[src/rtl/bcd_serial_adder_ctrl_if.sv]
// Requester-side bundle for the digit-serial BCD adder: operands, handshake and result.
interface bcd_serial_adder_ctrl_if #(
  parameter int unsigned NDIG = 6
);
  logic              start;
  logic [4*NDIG-1:0] op_a;
  logic [4*NDIG-1:0] op_b;
  logic              cin;
  logic              busy;
  logic              done;
  logic [4*NDIG-1:0] result;
  logic              cout;
  logic              err;

  modport master (
    output start, op_a, op_b, cin,
    input  busy, done, result, cout, err
  );

  modport slave (
    input  start, op_a, op_b, cin,
    output busy, done, result, cout, err
  );
endinterface

[src/rtl/bcd_serial_adder_ctrl.sv]
// Digit-serial packed-BCD adder: one shared digit adder, one digit per clock, LSB first.
module bcd_serial_adder_ctrl #(
  parameter int unsigned NDIG = 6
) (
  input  logic                    clk,
  input  logic                    rst_n,
  bcd_serial_adder_ctrl_if.slave  bus
);
  localparam int unsigned W    = 4 * NDIG;
  localparam int unsigned IDXW = (NDIG > 1) ? $clog2(NDIG) : 1;

  typedef enum logic [1:0] {IDLE, RUN, DONE} state_t;

  state_t          state_q, state_d;
  logic [IDXW-1:0] idx_q;
  logic            carry_q;
  logic [W-1:0]    a_q, b_q;
  logic [W-1:0]    result_q;
  logic            cout_q, err_q, busy_q, done_q;

  logic [3:0]      a_d, b_d, sum_d;
  logic [4:0]      t;
  logic            c_out;
  logic            last_c;
  logic            bad_c;

  assign bus.busy   = busy_q;
  assign bus.done   = done_q;
  assign bus.result = result_q;
  assign bus.cout   = cout_q;
  assign bus.err    = err_q;

  // Select the current digit pair and run the shared BCD digit adder on it.
  always_comb begin
    a_d = '0;
    b_d = '0;
    for (int i = 0; i < int'(NDIG); i++) begin
      if (idx_q == IDXW'(i)) begin
        a_d = a_q[i*4 +: 4];
        b_d = b_q[i*4 +: 4];
      end
    end
    t = 5'(a_d) + 5'(b_d) + 5'(carry_q);
    if (t > 5'd9) begin
      sum_d = 4'(t + 5'd6);
      c_out = 1'b1;
    end else begin
      sum_d = t[3:0];
      c_out = 1'b0;
    end
    last_c = (idx_q == IDXW'(NDIG - 1));
  end

  // Flag any non-BCD digit on the incoming operands.
  always_comb begin
    bad_c = 1'b0;
    for (int i = 0; i < int'(NDIG); i++) begin
      if ((bus.op_a[i*4 +: 4] > 4'd9) || (bus.op_b[i*4 +: 4] > 4'd9)) begin
        bad_c = 1'b1;
      end
    end
  end

  // Next-state logic.
  always_comb begin
    state_d = state_q;
    case (state_q)
      IDLE:    if (bus.start) state_d = RUN;
      RUN:     if (last_c)    state_d = DONE;
      DONE:    state_d = IDLE;
      default: state_d = IDLE;
    endcase
  end

  // State register with busy/done registered from the next state.
  always_ff @(posedge clk or negedge rst_n) begin
    if (!rst_n) begin
      state_q <= IDLE;
      busy_q  <= 1'b0;
      done_q  <= 1'b0;
    end else begin
      state_q <= state_d;
      busy_q  <= (state_d == RUN);
      done_q  <= (state_d == DONE);
    end
  end

  // Operand latch on accept, then per-digit result write and carry ripple.
  always_ff @(posedge clk or negedge rst_n) begin
    if (!rst_n) begin
      idx_q    <= '0;
      carry_q  <= 1'b0;
      a_q      <= '0;
      b_q      <= '0;
      result_q <= '0;
      cout_q   <= 1'b0;
      err_q    <= 1'b0;
    end else begin
      case (state_q)
        IDLE: begin
          if (bus.start) begin
            a_q      <= bus.op_a;
            b_q      <= bus.op_b;
            carry_q  <= bus.cin;
            idx_q    <= '0;
            result_q <= '0;
            cout_q   <= 1'b0;
            err_q    <= bad_c;
          end
        end
        RUN: begin
          for (int i = 0; i < int'(NDIG); i++) begin
            if (idx_q == IDXW'(i)) result_q[i*4 +: 4] <= sum_d;
          end
          carry_q <= c_out;
          if (last_c) cout_q <= c_out;
          else        idx_q  <= idx_q + IDXW'(1);
        end
        default: ;
      endcase
    end
  end
endmodule

[src/flat_wrapper.sv]
// flat-port wrapper written by rule: the top's interface ports become plain ports
module bcd_serial_adder_ctrl_flat 
#(
  parameter int unsigned NDIG = 6
)
  (clk, rst_n, bus_start, bus_op_a, bus_op_b, bus_cin, bus_busy, bus_done, bus_result, bus_cout, bus_err);
  bcd_serial_adder_ctrl_if #(.NDIG(NDIG)) bus_i ();
  input  logic clk;
  input  logic rst_n;
  input wire logic [$bits(bus_i.start)-1:0] bus_start;
  input wire logic [$bits(bus_i.op_a)-1:0] bus_op_a;
  input wire logic [$bits(bus_i.op_b)-1:0] bus_op_b;
  input wire logic [$bits(bus_i.cin)-1:0] bus_cin;
  output wire logic [$bits(bus_i.busy)-1:0] bus_busy;
  output wire logic [$bits(bus_i.done)-1:0] bus_done;
  output wire logic [$bits(bus_i.result)-1:0] bus_result;
  output wire logic [$bits(bus_i.cout)-1:0] bus_cout;
  output wire logic [$bits(bus_i.err)-1:0] bus_err;
  assign bus_i.start = bus_start;
  assign bus_i.op_a = bus_op_a;
  assign bus_i.op_b = bus_op_b;
  assign bus_i.cin = bus_cin;
  assign bus_busy = bus_i.busy;
  assign bus_done = bus_i.done;
  assign bus_result = bus_i.result;
  assign bus_cout = bus_i.cout;
  assign bus_err = bus_i.err;
  bcd_serial_adder_ctrl #(.NDIG(NDIG)) u_core (.clk(clk), .rst_n(rst_n), .bus(bus_i));
endmodule
[config.mk]
export PLATFORM = sky130hd
export DESIGN_NAME = bcd_serial_adder_ctrl_flat
export DESIGN_NICKNAME = d
export VERILOG_FILES = /design/src/rtl/bcd_serial_adder_ctrl_if.sv /design/src/rtl/bcd_serial_adder_ctrl.sv /design/src/flat_wrapper.sv
export SDC_FILE = /design/constraint.sdc
export NUM_CORES = 1
export LEC_CHECK = 0
export ABC_AREA = 0
export ABC_CLOCK_PERIOD_IN_PS = 4600
export CORE_ASPECT_RATIO = 1.4
export CORE_MARGIN = 1
export CORE_UTILIZATION = 30
export CTS_BUF_LIST = sky130_fd_sc_hd__clkbuf_2
export CTS_CLUSTER_SIZE = 14
export DETAILED_ROUTE_END_ITERATION = 8
export PLACE_DENSITY_LB_ADDON = 0.3
export SYNTH_ARGS = -nofsm -noshare
export SYNTH_HDL_FRONTEND = slang
export SYNTH_SLANG_ARGS = --single-unit
[constraint.sdc]
create_clock -name clk -period 4.6 [get_ports clk]
set_input_delay 0.92 -clock clk [delete_from_list [all_inputs] [get_ports clk]]
set_output_delay 0.92 -clock clk [all_outputs]
set_load 0.01 [all_outputs]
# Yosys cells after proc, flatten, opt, wreduce, memory -nomap -nowiden
# Index checks and enable logic that the tools add are counted.
# word_totals
inputBits,52
register_bits,82
output_inout_bits,28
word_cells,105
# op_classes
addsub,4
n_reduce_logical,18
muxes,39
n_lt_le_gt_ge,13
n_eq_ne,16
# op_table
cell,count
$mux W4,19
$gt A4 B4 Y1 const B,12
$pmux W24 S2,1
$mux W24,1
$reduce_and A3 Y1,7
$ne A2 B1 Y1 const B,6
$mux W1,10
$eq A3 B2 Y1 const B,2
$eq A3 B3 Y1 const B,2
$logic_or A1 B1 Y1,6
$mux W3,2
$pmux W3 S2,1
$add A4 B4 Y5,1
$add A5 B1 Y5,1
$gt A5 B4 Y1 const B,1
$add A4 B3 Y4 const B,1
$eq A2 B1 Y1 const B,2
$mux W2,2
$ne A2 B2 Y1 const B,2
$pmux W1 S2,2
$pmux W2 S2,1
$reduce_and A2 Y1,2
$add A3 B1 Y3 const B,1
$eq A3 B1 Y1 const B,1
4 further kinds,4

# Depth between registers and ports, before layout
# depth
ltp_word,13
ltp_mapped,16
depth_no_buf,15

# Least setup slack after synthesis
# No wires, ideal clock.
# synth_path
kind,flip-flop to flip-flop
startpoint,reg u_core.idx_q[0]
endpoint,"reg u_core.result_q[10], in the netlist u_core.bus.result[10]"
path_buffers,2
setup_ns,0.069
synth_period_minus_slack_ns,3.922
t_required_ns,4.531
t_arrival_ns,3.854
slack_ns,0.678
stages_incl_launch_ff,16
cell_sequence,dfrtp_1 -> inv_1 -> ha_1 -> clkbuf_1 -> and2_1 -> clkbuf_1 -> a221oi_1 -> a2bb2oi_1 -> fa_1 -> fa_1 -> xor2_1 -> ha_1 -> a22oi_1 -> a311oi_2 -> mux2i_1 -> a32o_1
# synth_via
elab_chain_len,13
word_cells_on_any_way,27
classes_between,add/sub (3); order compare (1); eq/ne (6); mux (15); reduce/logical (2)
# synth_lines
item,line,rtl
"start, declared",bcd_serial_adder_ctrl.sv:15,logic [IDXW-1:0] idx_q;
"start signal, assigned",bcd_serial_adder_ctrl.sv:117,else idx_q <= idx_q + IDXW'(1);
$logic_not A3 Y1,bcd_serial_adder_ctrl.sv:38,if (idx_q == IDXW'(i)) begin
$mux W4 (6 in a row),bcd_serial_adder_ctrl.sv:38,
$add A4 B4 Y5,bcd_serial_adder_ctrl.sv:43,t = 5'(a_d) + 5'(b_d) + 5'(carry_q);
$add A5 B1 Y5,bcd_serial_adder_ctrl.sv:43,
$add A4 B3 Y4 / $gt A5 B4 Y1 (equally long branches),"bcd_serial_adder_ctrl.sv:45, bcd_serial_adder_ctrl.sv:44",
$mux W4,bcd_serial_adder_ctrl.sv:44,if (t > 5'd9) begin
$mux W4,bcd_serial_adder_ctrl.sv:113,if (idx_q == IDXW'(i)) result_q[i*4 +: 4] <= sum_d;
$pmux W24 S2,bcd_serial_adder_ctrl.sv:99,case (state_q)
"end signal, assigned by index",bcd_serial_adder_ctrl.sv:113,
"end, declared",bcd_serial_adder_ctrl.sv:18,logic [W-1:0] result_q;
# Parallel ways exist; a longest one is shown, timed or not. The select of a mux whose other input is x is not followed.
# A chain may end at the register's enable or synchronous reset.

# Worst setup path after layout
# layout_path
startpoint,reg u_core.idx_q[0]
endpoint,"reg u_core.result_q[6], in the netlist u_core.bus.result[6]"
# Same word-level chain as after synthesis.

==> results.py <==
metrics = {
    "outcome": {
        "status": "finished with violations",
        "violations": "design-rule violations",
    },
    "cts": {
        "ctsHoldBuffers": 0,
        "numCtsBuffers": 9,
        "clk_latency_ns": 0.58,
        "cts_tree": "built",
        "cts_max_level": 3,
        "cts_buffer_depth": 2,
        "cts_root_buf": "clkbuf_2",
        "clock_sinks": 82,
        "clkTransAtPathRegs_ns": 0.24,
    },
    "final_layout": {
        "fin_area_um2": 4970,
        "drive_above_1_share_pct": 18.9,
        "final_cell_mix": "dfrtp_1 (82), clkdlybuf4s50_1 (78), mux2_2 (49)",
        "finalNonFillerCells": 585,
        "area_delta_synth_final_pct": 27.5,
        "fillers": 1222,
        "nets": 492,
        "layout_commonest_cell": "dfrtp_1",
    },
    "floorplan": {
        "die_w_um": 98.4,
        "start_util_pct": 31.2,
        "die_height_um": 137,
        "io_pins": 80,
        "core_um2": 12500,
        "num_rows": 48,
        "design.die.area_um2": 13500,
    },
    "detailed_routing": {
        "drt_iter0_markers": 197,
        "drc_errors": 6,
        "drt_first_pass_iters": 8,
        "num_vias": 2996,
        "ant_nets": 0,
        "wl_per_cell_um": 17.3,
        "viasPerCell": 5.12,
        "routed_wl_mm": 10.1,
    },
    "timing": {
        "post-route-min-period_ns": 4.26,
        "slew_violations": 0,
        "fin_crit_sh_pct": 92.6,
        "slew_headroom_pct": 30.8,
        "rsz0062_at_grt": "no",
        "clock.fmax_ghz": 0.235,
        "finClkSkew_ns": 0.0275,
        "hold_viol_final": 0,
        "final-setup-viol-count": 0,
        "finalWorstSetupSlack_ns": 0.340,
        "fin_setup_tns_ns": 0,
        "worstMarginPinSlew_ns": 1.04,
    },
    "global_routing": {
        "grt_start_max_net_pins": 83,
        "grt_pass1_vias": 3116,
        "antenna_found_initial": 1,
        "grt_overflow": 0,
        "grt_pass1_wl_mm": 16.1,
        "grtUsageTotal_pct": 15.8,
    },
    "yosys": {
        "ys.flop_type": "dfrtp_1",
        "synth-seq-area-share_pct": 52.6,
        "synth_area_leader_cell": "dfrtp_1",
        "synthCells": 349,
        "netlist_area_um2": 3900,
        "synth_top_area_share_pct": 52.6,
        "yosysWarnings": 0,
        "syn_nets": 412,
        "synth-seq-cells": 82,
        "synthArstFlopShare_pct": 100,
        "synthTopCellsByArea": "dfrtp_1 (53%), mux2_2 (14%), o21ai_0 (6.0%)",
        "synth_cell_types": 36,
        "synth_edf_count": 0,
        "syn_area_per_cell_um2": 11.2,
    },
    "worst_setup_path": {
        "critPathMaxFanout": 11,
        "cpMaxStageDelayCell": "dfrtp_1",
        "cp-end-kind": "flip-flop",
        "critical_path_class": "reg2reg",
        "startpoint_type": "flip-flop",
        "crit_chain": "inv_1 -> ha_2 -> and3b_1 -> a21oi_1 -> o21ai_0 -> a221oi_1 -> a2bb2oi_1 -> fa_1 -> fa_1 -> xor2_1 -> ha_1 -> a22oi_1 -> a311oi_2 -> mux2i_1 -> buf_4 -> a32o_1",
        "cpMostUsedCell": "fa_1",
        "arrival_ns": 4.79,
        "crit_family": "adder cells",
        "slowest_delay_ns": 0.47,
        "required_ns": 5.13,
        "crit_buf_inv": 2,
    },
    "pwr": {
        "p_per_area_nw_per_um2": 897,
        "p_leak_uw": 0.00207,
        "vdd_drop_max_mv": 0.803,
    },
    "placed_design": {
        "dpl_cell_area_um2": 4850,
        "routabilityCongestion": 0.842,
        "preCtsSetupSlack_ns": 0.263,
        "io_buffers": 79,
        "dp.cells": 566,
        "hpwlAfterDp_mm": 7.74,
    },
    "min_path": {
        "hold_class": "in2async",
    },
    "flow_run": {
        "max_cap_viol_count": 0,
    },
}
-- what timing repair did --
item,4_1_cts,5_1_grt
resized for setup,0,4
setup buffers,0,2
setup endpoints to repair,0,10
hold endpoints to repair,0,0
-- kinds of logic (layout without fill, tap and decap cells) --
| kind of cell | after synthesis | after routing | synth area share [%] |
|---|---|---|---|
| simple gates | 72 | 72 | 8.95 |
| mux | 51 | 51 | 14.7 |
| other cells | 0 | 1 | 0 |
| flops | 82 | 82 | 52.6 |
| fa+ha+maj | 11 | 11 | 3.91 |
| buf+inv | 27 | 112 | 2.69 |
| xor+xnor | 2 | 2 | 0.449 |
| compound gates | 104 | 104 | 16.7 |
-- routing by layer --
metal	wire [um]	track usage, %
met5	0	0
met4	357	8.71
met3	408	3.01
met2	5050	27.1
met1	4290	18.8
-- synth_stat cells (2+ instances only) --
cell,count
a221oi_1,7
nor2b_1,4
fa_1,2
o31ai_1,10
mux2_2,49
a21oi_1,18
inv_1,8
a32o_1,3
dfrtp_1,82
a2bb2oi_1,2
buf_2,3
mux2i_1,2
ha_1,9
nand2_1,39
nand2b_1,3
and3b_1,7
o211ai_1,2
nand4_1,3
a21o_1,3
o21ai_0,47
clkbuf_1,15
nor2_1,10
a22o_1,6
and2_1,3
-- per-stage QoR --
| step | power, uW | hold slack, ns | util (%) |
|---|---|---|---|
| after floorplan | 2980 | 0.461 | - |
| after global placement | 3940 | 0.460 | 38.9 |
| after detailed placement | 4050 | 0.471 | 38.9 |
| after CTS | 4370 | 0.508 | 39.6 |
| after global routing | 4840 | 0.534 | 39.8 |
| final | 4460 | 0.470 | 39.8 |
-- power breakdown --
group / leakage [uW] / internal, uW / switching (uW)
registers: 0.00100 / 1050 / 223
logic: 0.00101 / 1390 / 1470
clock network: 0.0000553 / 68.7 / 257
-- sequential cells by signal, indices dropped and copies added (netlist names) --
signal             flops
u_core.b_q            24
u_core.bus.result     24
u_core.bus.err         1
u_core.bus.cout        1
u_core.bus.done        1
u_core.bus.busy        1
u_core.carry_q         1
u_core.a_q            24
u_core.state_q         2
u_core.idx_q           3
-- final cells by class --
type	instances	area [um^2]	area share (%)
sequential	82	2050	41.3
timing repair buffer	88	856	17.2
inverter	8	30.0	0.604
tap	150	188	3.77
clock buffer	9	45.0	0.906
clock inverter	7	46.3	0.931
multi-input combinational	240	1750	35.3
antenna	1	2.50	0.0503
-- worst paths after layout --
check	slack, ns	endpoint	cells past startpoint	from
max	0.34	u_core.bus.result[6]	16	u_core.idx_q[0]
min	0.47	u_core.bus.done	1	rst_n
max reg2reg	0.34	u_core.bus.result[6]	16	u_core.idx_q[0]
min reg2reg	0.50	u_core.bus.result[20]	2	u_core.bus.result[20]
max in group asynchronous	3.42	u_core.b_q[17]	1	rst_n
min in group clk	0.50	u_core.bus.result[20]	2	u_core.bus.result[20]
No activity file was read; power rests on OpenSTA's default activity.
